<file path="config.mk">
export PLATFORM = sky130hd
export DESIGN_NAME = mem_arbiter
export DESIGN_NICKNAME = d
export VERILOG_FILES = /design/src/rtl/mem_arb_pkg.sv /design/src/rtl/mem_arbiter_fair_pick.sv /design/src/rtl/mem_arbiter.sv
export SDC_FILE = /design/constraint.sdc
export NUM_CORES = 1
export LEC_CHECK = 0
export BUFFER_PORTS_ARGS = -buffer_cell sky130_fd_sc_hd__buf_2
export CAP_MARGIN = 20
export CELL_PAD_IN_SITES_DETAIL_PLACEMENT = 0
export CELL_PAD_IN_SITES_GLOBAL_PLACEMENT = 1
export CORE_MARGIN = 1.5
export CORE_UTILIZATION = 39
export CTS_CLUSTER_SIZE = 10
export DETAILED_ROUTE_END_ITERATION = 6
export HOLD_SLACK_MARGIN = 0.15
export PLACE_DENSITY = 0.82
export SLEW_MARGIN = 25
export SYNTH_ARGS = -nofsm -noshare
export SYNTH_HDL_FRONTEND = slang
export SYNTH_SLANG_ARGS = --single-unit
</file>
<file path="constraint.sdc">
create_clock -name clk -period 6 [get_ports clk]
set_clock_uncertainty 0.05 [all_clocks]
set_input_delay 0.3 -clock clk [delete_from_list [all_inputs] [get_ports clk]]
set_output_delay 0.3 -clock clk [all_outputs]
set_load 0.005 [all_outputs]
</file>
<file path="src/rtl/mem_arb_pkg.sv">
// Shared encodings for the instruction/data memory arbiter.
package mem_arb_pkg;

  typedef enum logic [1:0] {
    IDLE = 2'd0,
    ACC  = 2'd1,
    RSP  = 2'd2,
    DONE = 2'd3
  } state_e;

  typedef enum logic {
    OWN_IF = 1'b0,
    OWN_D  = 1'b1
  } owner_e;

endpackage

</file>
<file path="src/rtl/mem_arbiter_fair_pick.sv">
// Winner selection between fetch and data requests, with the data-streak
// counter that forces a fetch grant after STARVE_MAX contended data grants.
module arb_fair_pick #(
  parameter int STARVE_MAX = 4
) (
  input  logic clk,
  input  logic rst,
  input  logic if_req,
  input  logic d_req,
  input  logic grant,
  output logic pick_d
);

  localparam int SW = $clog2(STARVE_MAX + 1);
  localparam logic [SW-1:0] SMAX = SW'(STARVE_MAX);

  logic [SW-1:0] streak_r;
  logic [SW-1:0] streak_next_s;

  // Data wins unless fetch is also waiting and the streak has hit its limit.
  always_comb begin
    pick_d = 1'b0;
    if (d_req && !(if_req && (streak_r == SMAX))) begin
      pick_d = 1'b1;
    end else begin
      pick_d = 1'b0;
    end
  end

  // Streak only moves when a grant is actually made.
  always_comb begin
    streak_next_s = streak_r;
    if (grant) begin
      if (!pick_d) begin
        streak_next_s = '0;
      end else if (if_req && (streak_r != SMAX)) begin
        streak_next_s = streak_r + {{(SW-1){1'b0}}, 1'b1};
      end else begin
        streak_next_s = streak_r;
      end
    end else begin
      streak_next_s = streak_r;
    end
  end

  // Streak register.
  always_ff @(posedge clk or posedge rst) begin
    if (rst) begin
      streak_r <= '0;
    end else begin
      streak_r <= streak_next_s;
    end
  end

endmodule

</file>
<file path="src/rtl/mem_arbiter.sv">
// Arbitrates one single-port synchronous-read memory between the fetch and
// load/store ports using a fixed four-phase access sequence.
module mem_arbiter
  import mem_arb_pkg::*;
#(
  parameter int STARVE_MAX = 4,
  parameter int AW         = 32,
  parameter int DW         = 32
) (
  input  logic          clk,
  input  logic          rst,
  input  logic          if_req,
  input  logic [AW-1:0] if_addr,
  output logic [DW-1:0] if_rdata,
  output logic          if_ack,
  input  logic          d_req,
  input  logic [3:0]    d_we,
  input  logic [AW-1:0] d_addr,
  input  logic [DW-1:0] d_wdata,
  output logic [DW-1:0] d_rdata,
  output logic          d_ack,
  output logic          mem_en,
  output logic [3:0]    mem_we,
  output logic [AW-1:0] mem_addr,
  output logic [DW-1:0] mem_wdata,
  input  logic [DW-1:0] mem_rdata
);

  state_e state_r;
  state_e state_next_s;
  owner_e owner_r;
  logic   wr_r;
  logic   grant_s;
  logic   pick_d_s;

  assign grant_s = (state_r == IDLE) && (if_req || d_req);

  arb_fair_pick #(.STARVE_MAX(STARVE_MAX)) u_pick (
    .clk    (clk),
    .rst    (rst),
    .if_req (if_req),
    .d_req  (d_req),
    .grant  (grant_s),
    .pick_d (pick_d_s)
  );

  // Next-state logic; requests are only looked at in IDLE.
  always_comb begin
    state_next_s = state_r;
    case (state_r)
      IDLE: begin
        if (grant_s) begin
          state_next_s = ACC;
        end else begin
          state_next_s = IDLE;
        end
      end
      ACC:     state_next_s = RSP;
      RSP:     state_next_s = DONE;
      DONE:    state_next_s = IDLE;
      default: state_next_s = IDLE;
    endcase
  end

  // State register.
  always_ff @(posedge clk or posedge rst) begin
    if (rst) begin
      state_r <= IDLE;
    end else begin
      state_r <= state_next_s;
    end
  end

  // Datapath: memory strobes, captured read data and ack pulses.
  always_ff @(posedge clk or posedge rst) begin
    if (rst) begin
      owner_r   <= OWN_IF;
      wr_r      <= 1'b0;
      mem_en    <= 1'b0;
      mem_we    <= 4'b0000;
      mem_addr  <= {AW{1'b0}};
      mem_wdata <= {DW{1'b0}};
      if_rdata  <= {DW{1'b0}};
      d_rdata   <= {DW{1'b0}};
      if_ack    <= 1'b0;
      d_ack     <= 1'b0;
    end else begin
      case (state_r)
        IDLE: begin
          if (grant_s) begin
            mem_en <= 1'b1;
            if (pick_d_s) begin
              owner_r   <= OWN_D;
              mem_we    <= d_we;
              mem_addr  <= d_addr;
              mem_wdata <= d_wdata;
              wr_r      <= |d_we;
            end else begin
              owner_r  <= OWN_IF;
              mem_we   <= 4'b0000;
              mem_addr <= if_addr;
              wr_r     <= 1'b0;
            end
          end
        end
        ACC: begin
          mem_en <= 1'b0;
          mem_we <= 4'b0000;
        end
        RSP: begin
          // Memory data is valid now; only reads update the owner's rdata.
          if (owner_r == OWN_D) begin
            d_ack <= 1'b1;
            if (!wr_r) begin
              d_rdata <= mem_rdata;
            end
          end else begin
            if_ack <= 1'b1;
            if (!wr_r) begin
              if_rdata <= mem_rdata;
            end
          end
        end
        DONE: begin
          if_ack <= 1'b0;
          d_ack  <= 1'b0;
        end
        default: begin
          mem_en <= 1'b0;
          mem_we <= 4'b0000;
        end
      endcase
    end
  end

endmodule

</file>
==> results.yml, run 1 <==
grt:
  grt_pass1_wl_um: 27500
  grt_max_degree: 83
  grt-ovfl-total: 0
  antenna_found_initial: 0
  grt_pass1_vias: 5512
  track_usage_pct: 21.9
die:
  dieArea_mm2: 0.0163
  rows: 45
  io_pins: 271
  core_area_mm2: 0.0152
  start_util_pct: 39.8
  die_h_um: 128
  fp.dieW_um: 128
pwr:
  seqPwrFrac_pct: 36.5
  leakage_nw: 4.52
  ir_worst_vdd_v: 0.000295
  power_mw: 4.72
  power.density_mw_per_mm2: 505
  switching_power_mw: 1.53
  swShare_pct: 32.4
  p_comb_share_pct: 41.3
  power_frac_clock_pct: 22.2
  p_int_mw: 3.19
clock_tree:
  cts_sinks: 142
  cts_buffers: 17
  cts-root-buf: "clkbuf_16"
  cts_tree: "built"
  clk_pin_slew_ns: 0.06
  insertion_delay_ns: 0.41
  cts_resized: 0
  cts.path.max_buffers: 2
  cts_max_level: 4
sta:
  rsz0062_at_grt: "no"
  tightest_slew_ns: 0.817
  fmaxAchievable_mhz: 325
  setup_tns_ns: 0
  holdWs_ns: 0.149
  fin_ws_ns: 2.93
  relSlewSlack_pct: 45.5
  timing.final.crit_share_pct: 51.2
  hold_violations: 0
  min_period_ns: 3.07
  setup_viol: 0
  drv_slew: 0
critical_path:
  cpMaxStageDelayCell: "and2_2"
  arrival_ns: 3.38
  cp_slowest_stage_delay_ns: 0.74
  startpoint_type: "register"
  worstRegToRegCells: 6
  worstSetupPathType: "reg -> reg"
  required_ns: 6.30
  critPathCaptureType: "register"
  rrSetupSlack_ns: 2.93
  path_max_fanout: 38
  crit_chain: "inv_1, ha_1, nand3_2, and2_2, o211ai_1, dlygate4sd3_1"
detailed_routing:
  drt_iter0_drc: 162
  wl_per_cell_um: 16.9
  vias: 5193
  drcViolationCount: 0
  drtAntennaViolNets: 0
  dr.pass1.iters: 4
  avgViaCountPerCell: 4.97
  routed_wirelength_um: 17600
final_layout:
  fillCellCount: 1210
  finalNonFillerCells: 1045
  drive_gt1_share_pct: 47.6
  fin_nets: 987
  area_delta_synth_final_pct: 54.3
  diodes: 0
outcome:
  outcome: "completed"
synthesis:
  synth_area_mm2: 0.00605
  synthesis.nets: 597
  synthCells: 454
  yosysSeqAreaShare_pct: 58.7
  synth.distinct_cells: 32
  ys_warn_count: 0
  synth.ff_latch_count: 142
  avgSynthCellArea_um2: 13.3
flow_run:
  drv_cap: 0
worst_hold_path:
  hold_path_depth: 3
  hold_class: "in -> reg"
place:
  io_buffers: 270
  dp_slack_ns: 3.30
  dp_hpwl_um: 10900
  gp_congestion: 0.794
  numPlacedInstances: 883
## power by group through the flow
stage               registers [mW]  clock network, mW  logic, mW
floorplan                     1.73                  0       1.00
global placement              1.71                  0       1.65
detailed placement            1.72                  0       1.72
CTS                           1.72               1.07       1.94
global route                  1.78               1.11       2.14
finish                        1.72               1.05       1.95
## synth_stat cells (all sizes together)
| library cell | n | area share [%] |
|---|---|---|
| dfrtp | 142 | 59 |
| mux2 | 98 | 20 |
| nand2 | 72 | 4.5 |
| nand4 | 34 | 3.5 |
| o211ai | 33 | 4.1 |
| buf | 27 | 3.5 |
| clkbuf | 7 | 0.45 |
| ha | 7 | 1.4 |
| inv | 7 | 0.43 |
| a22o | 6 | 0.87 |
| o21ai | 6 | 0.56 |
| nand3 | 3 | 0.54 |
| nor2 | 2 | 0.12 |
| o21a | 2 | 0.25 |
| a21oi | 1 | 0.083 |
| and2 | 1 | 0.10 |
| and4 | 1 | 0.14 |
| nand2b | 1 | 0.10 |
| nand3b | 1 | 0.12 |
| nor3b | 1 | 0.31 |
| nor4 | 1 | 0.10 |
| o2bb2ai | 1 | 0.14 |
## what timing repair did
item	in CTS	in global routing
hold buffers	130	0
buffers inserted	0	0
hold endpoints to repair	193	0
## through the flow
stage               util, %  cell area, µm²
finish                 61.4            9340
detailed placement     49.0            7450
global placement       49.0            7440
floorplan                 -            6050
global route           61.4            9340
CTS                    61.4            9330
## cells in the final DEF (no fill, tap or decap), types with 5 or more instances in the layout
cell             n
buf_2          270
o21ai_0          5
mux2_2          67
o211ai_1        33
nand2_1         72
mux2_4          28
a22o_1           6
inv_1            6
dlygate4sd3_1  130
nand4_1         34
clkbuf_16       17
ha_1             7
inv_6            7
dfrtp_1        142
## flip-flops by register name, indices dropped and copies added, names as in the netlist
name and cells:
if_ack 1, wr_r 1, mem_en 1, owner_r 1, d_ack 1, if_rdata 32, mem_addr 32, u_pick.streak_r 3
state_r 2, mem_we 4, mem_wdata 32, d_rdata 32
## worst paths after layout
path                                        endpoint                           start
setup / recovery            mem_addr[18]$_DFFE_PP0P_  u_pick.streak_r[0]$_DFFE_PP0P_
hold reg to reg             if_rdata[20]$_DFFE_PP0P_        if_rdata[20]$_DFFE_PP0P_
setup reg to reg            mem_addr[18]$_DFFE_PP0P_  u_pick.streak_r[0]$_DFFE_PP0P_
min in group asynchronous  mem_wdata[21]$_DFFE_PP0P_                             rst
max in group asynchronous   if_rdata[31]$_DFFE_PP0P_                             rst
hold / removal              mem_addr[24]$_DFFE_PP0P_                      d_addr[24]
## critical path, delay by kind of cell, from the launching register on
| kind | cells | cell delay, ns |
|---|---|---|
| buffers and inverters | 2 | 0.68 |
| and+or+nand+nor | 2 | 1.38 |
| DFF | 1 | 0.41 |
| AOI/OAI and AO/OA | 1 | 0.30 |
| adders and majority gates | 1 | 0.18 |
## cell families (layout without fill, tap and decap cells)
family,Yosys count,count (layout),synth area share (%)
and+or+nand+nor,117,117,9.53
AOI/OAI and AO/OA,49,49,6.00
buffers and inverters,41,444,4.34
muxes,98,98,20.0
DFF,142,142,58.7
adders and majority gates,7,7,1.45
## cell type report
cell class | instances | area [µm²] | share of cell area, %
sequential | 142 | 3550 | 38.1
inverter | 7 | 31.3 | 0.335
clock inverter | 14 | 156 | 1.67
clock buffer | 18 | 429 | 4.60
timing repair buffer | 405 | 2690 | 28.8
tap | 188 | 235 | 2.52
multi-input combinational | 271 | 2240 | 24.0
## routing by layer
layer	wire length, µm	share of wire (%)	GRT usage [%]
met1	6980	40	25.2
met2	9060	51	39.0
met3	1250	7.1	6.32
met4	316	1.8	7.73
met5	0	0	0
Power figures use the tool's default switching activity.
==> inputs of run 2 (changes only) <==
--- a/config.mk
+++ b/config.mk
@@ -10,11 +10,11 @@
 export CELL_PAD_IN_SITES_DETAIL_PLACEMENT = 0
 export CELL_PAD_IN_SITES_GLOBAL_PLACEMENT = 1
 export CORE_MARGIN = 1.5
-export CORE_UTILIZATION = 39
+export CORE_UTILIZATION = 33
 export CTS_CLUSTER_SIZE = 10
 export DETAILED_ROUTE_END_ITERATION = 6
 export HOLD_SLACK_MARGIN = 0.15
-export PLACE_DENSITY = 0.82
+export PLACE_DENSITY = 0.74
 export SLEW_MARGIN = 25
 export SYNTH_ARGS = -nofsm -noshare
 export SYNTH_HDL_FRONTEND = slang
==> constraint.sdc (replaced) <==
create_clock -name clk -period 2.5 [get_ports clk]
set_clock_uncertainty 0.05 [all_clocks]
set_input_delay 0.125 -clock clk [delete_from_list [all_inputs] [get_ports clk]]
set_output_delay 0.125 -clock clk [all_outputs]
set_load 0.005 [all_outputs]
==> results.yml, run 2 (synthesis gave the netlist of run 1 again) <==
outcome:
  outcome: "completed"
grt:
  grt_max_degree: 75
  grt_pass1_vias: 5781
  track_usage_pct: 18.8
  grt-ovfl-total: 0
  antenna_found_initial: 0
  grt_pass1_wl_um: 28900
place:
  dp_hpwl_um: 11200
  numPlacedInstances: 930
  gp_congestion: 0.771
  io_buffers: 270
clock_tree:
  cts_sinks: 142
  post-cts-setup-buffer-count: 0
  cts-root-buf: "clkbuf_16"
  clk_pin_slew_ns: 0.06
  cts_tree: "built"
  cts_max_level: 4
  insertion_delay_ns: 0.41
  cts.path.max_buffers: 2
  cts_buffers: 17
final_layout:
  regArea_mm2: 0.00355
  post-route-util_pct: 53.1
  diodes: 0
  finalNonFillerCells: 1098
  final_common_cell: "buf_2"
  final_cell_mix: "buf_2 (270), dfrtp_1 (142), dlygate4sd3_1 (137), nand2_1 (72), mux2_2 (67)"
  drive_gt1_share_pct: 47.6
  area_delta_synth_final_pct: 57.6
  multiInputGateArea_mm2: 0.00224
  fin_nets: 1000
  fillCellCount: 1551
pwr:
  seqPwrFrac_pct: 36.0
  power.density_mw_per_mm2: 1190
  swShare_pct: 31.8
  power_frac_clock_pct: 21.9
  switching_power_mw: 3.62
  ir_worst_vdd_v: 0.000551
  leakage_nw: 4.59
  p_comb_share_pct: 42.2
  p_int_mw: 7.76
detailed_routing:
  vias: 5265
  wl_per_cell_um: 15.9
  drtAntennaViolNets: 0
  routed_wirelength_um: 17500
  drt_iter0_drc: 155
  drcViolationCount: 0
  avgViaCountPerCell: 4.80
  dr.pass1.iters: 6
worst_hold_path:
  hold_class: "in -> reg"
  min_to: "mem_wdata[29]$_DFFE_PP0P_"
  hold_path_depth: 3
  worstHoldStart: "d_wdata[29]"
flow_run:
  drv_cap: 0
sta:
  tightest_slew_ns: 0.603
  fmaxAchievable_mhz: 427
  timing.final.crit_share_pct: 93.7
  relSlewSlack_pct: 59.8
  drv_slew: 0
  hold_violations: 0
  setup_viol: 0
  min_period_ns: 2.34
  rsz0062_at_grt: "no"
  setup_tns_ns: 0
die:
  start_util_pct: 33.7
  die_h_um: 138
  rows: 49
  io_pins: 271
  fp.dieW_um: 138
  core_area_mm2: 0.0180
  dieArea_mm2: 0.0192
critical_path:
  crit_chain: "inv_1, ha_2, buf_6, o21ai_2, buf_4, nand2_1, o211ai_1, dlygate4sd3_1"
  r2r-end: "mem_addr[1]$_DFFE_PP0P_"
  critPathCaptureType: "register"
  cp_slowest_stage_delay_ns: 0.59
  rr_startpoint: "state_r[0]$_DFF_PP0_"
  startpoint_type: "register"
  cpMaxStageDelayCell: "dlygate4sd3_1"
  worstRegToRegCells: 8
  required_ns: 2.73
  cp_num_buf_inv: 4
  path_max_fanout: 36
  arrival_ns: 2.58
  worstSetupPathType: "reg -> reg"
  cp_num_cells: 8
  rrSetupSlack_ns: 0.16
  path_delay_family: "buffers and inverters"
[run 2: final cells by class]
class                   count  area share (%)
clock buffers              18            4.61
well taps                 229            3.00
inverters                   7           0.315
flip-flops and latches    142            37.3
clock inverters            13            1.47
repair buffers            418            29.8
multi-input cells         271            23.5
[run 2: metrics by stage]
stage | power [mW] | area (µm²) | setup slack [ns] | hold slack [ns]
6_report | 11.4 | 9540 | 0.158 | 0.422
5_1_grt | 12.2 | 9540 | 0.0350 | 0.411
4_1_cts | 11.5 | 9530 | 0.0330 | 0.401
3_5_place_dp | 8.33 | 7580 | 0.453 | 0.0102
3_3_place_gp | 8.13 | 7580 | 0.349 | 0.00155
2_1_floorplan | 6.57 | 6060 | 0.548 | 0.210
[run 2: per-layer routing]
metal	GRT usage [%]	up-vias	routed length, µm
met3	4.85	25	1290
met1	22.6	2572	7290
li1	-	2425	-
met5	0	-	0
met2	32.3	243	8560
met4	7.15	0	315
[run 2: what timing repair did]
| item | in CTS | in global routing |
|---|---|---|
| hold buffers | 137 | 0 |
| gates resized for setup | 0 | 3 |
| setup endpoints to repair | 0 | 32 |
| endpoints found under the hold margin | 278 | 0 |
[run 2: worst max path at each step]
| stage | from | to | slack, ns |
|---|---|---|---|
| finish | state_r[0]$_DFF_PP0_ | mem_addr[1]$_DFFE_PP0P_ | 0.16 |
| global route | state_r[1]$_DFF_PP0_ | mem_addr[9]$_DFFE_PP0P_ | 0.04 |
| CTS | state_r[0]$_DFF_PP0_ | mem_addr[18]$_DFFE_PP0P_ | 0.03 |
| detailed placement | u_pick.streak_r[0]$_DFFE_PP0P_ | mem_wdata[7]$_DFFE_PP0P_ | 0.45 |
| global placement | u_pick.streak_r[0]$_DFFE_PP0P_ | mem_addr[3]$_DFFE_PP0P_ | 0.35 |
| floorplan | rst | d_ack$_DFFE_PP0P_ | 0.55 |
[run 2: worst min-delay path, cell delays in order]
cell	delay, ns
dlygate4sd3_1	0.51
buf_2	0.09
mux2_4	0.12
[run 2: power groups by stage]
stage / registers (mW) / logic [mW] / clock network (mW)
3_5_place_dp: 4.11 / 4.22 / 0
3_3_place_gp: 4.06 / 4.07 / 0
6_report: 4.09 / 4.80 / 2.49
4_1_cts: 4.09 / 4.81 / 2.56
2_1_floorplan: 4.16 / 2.40 / 0
5_1_grt: 4.25 / 5.26 / 2.67
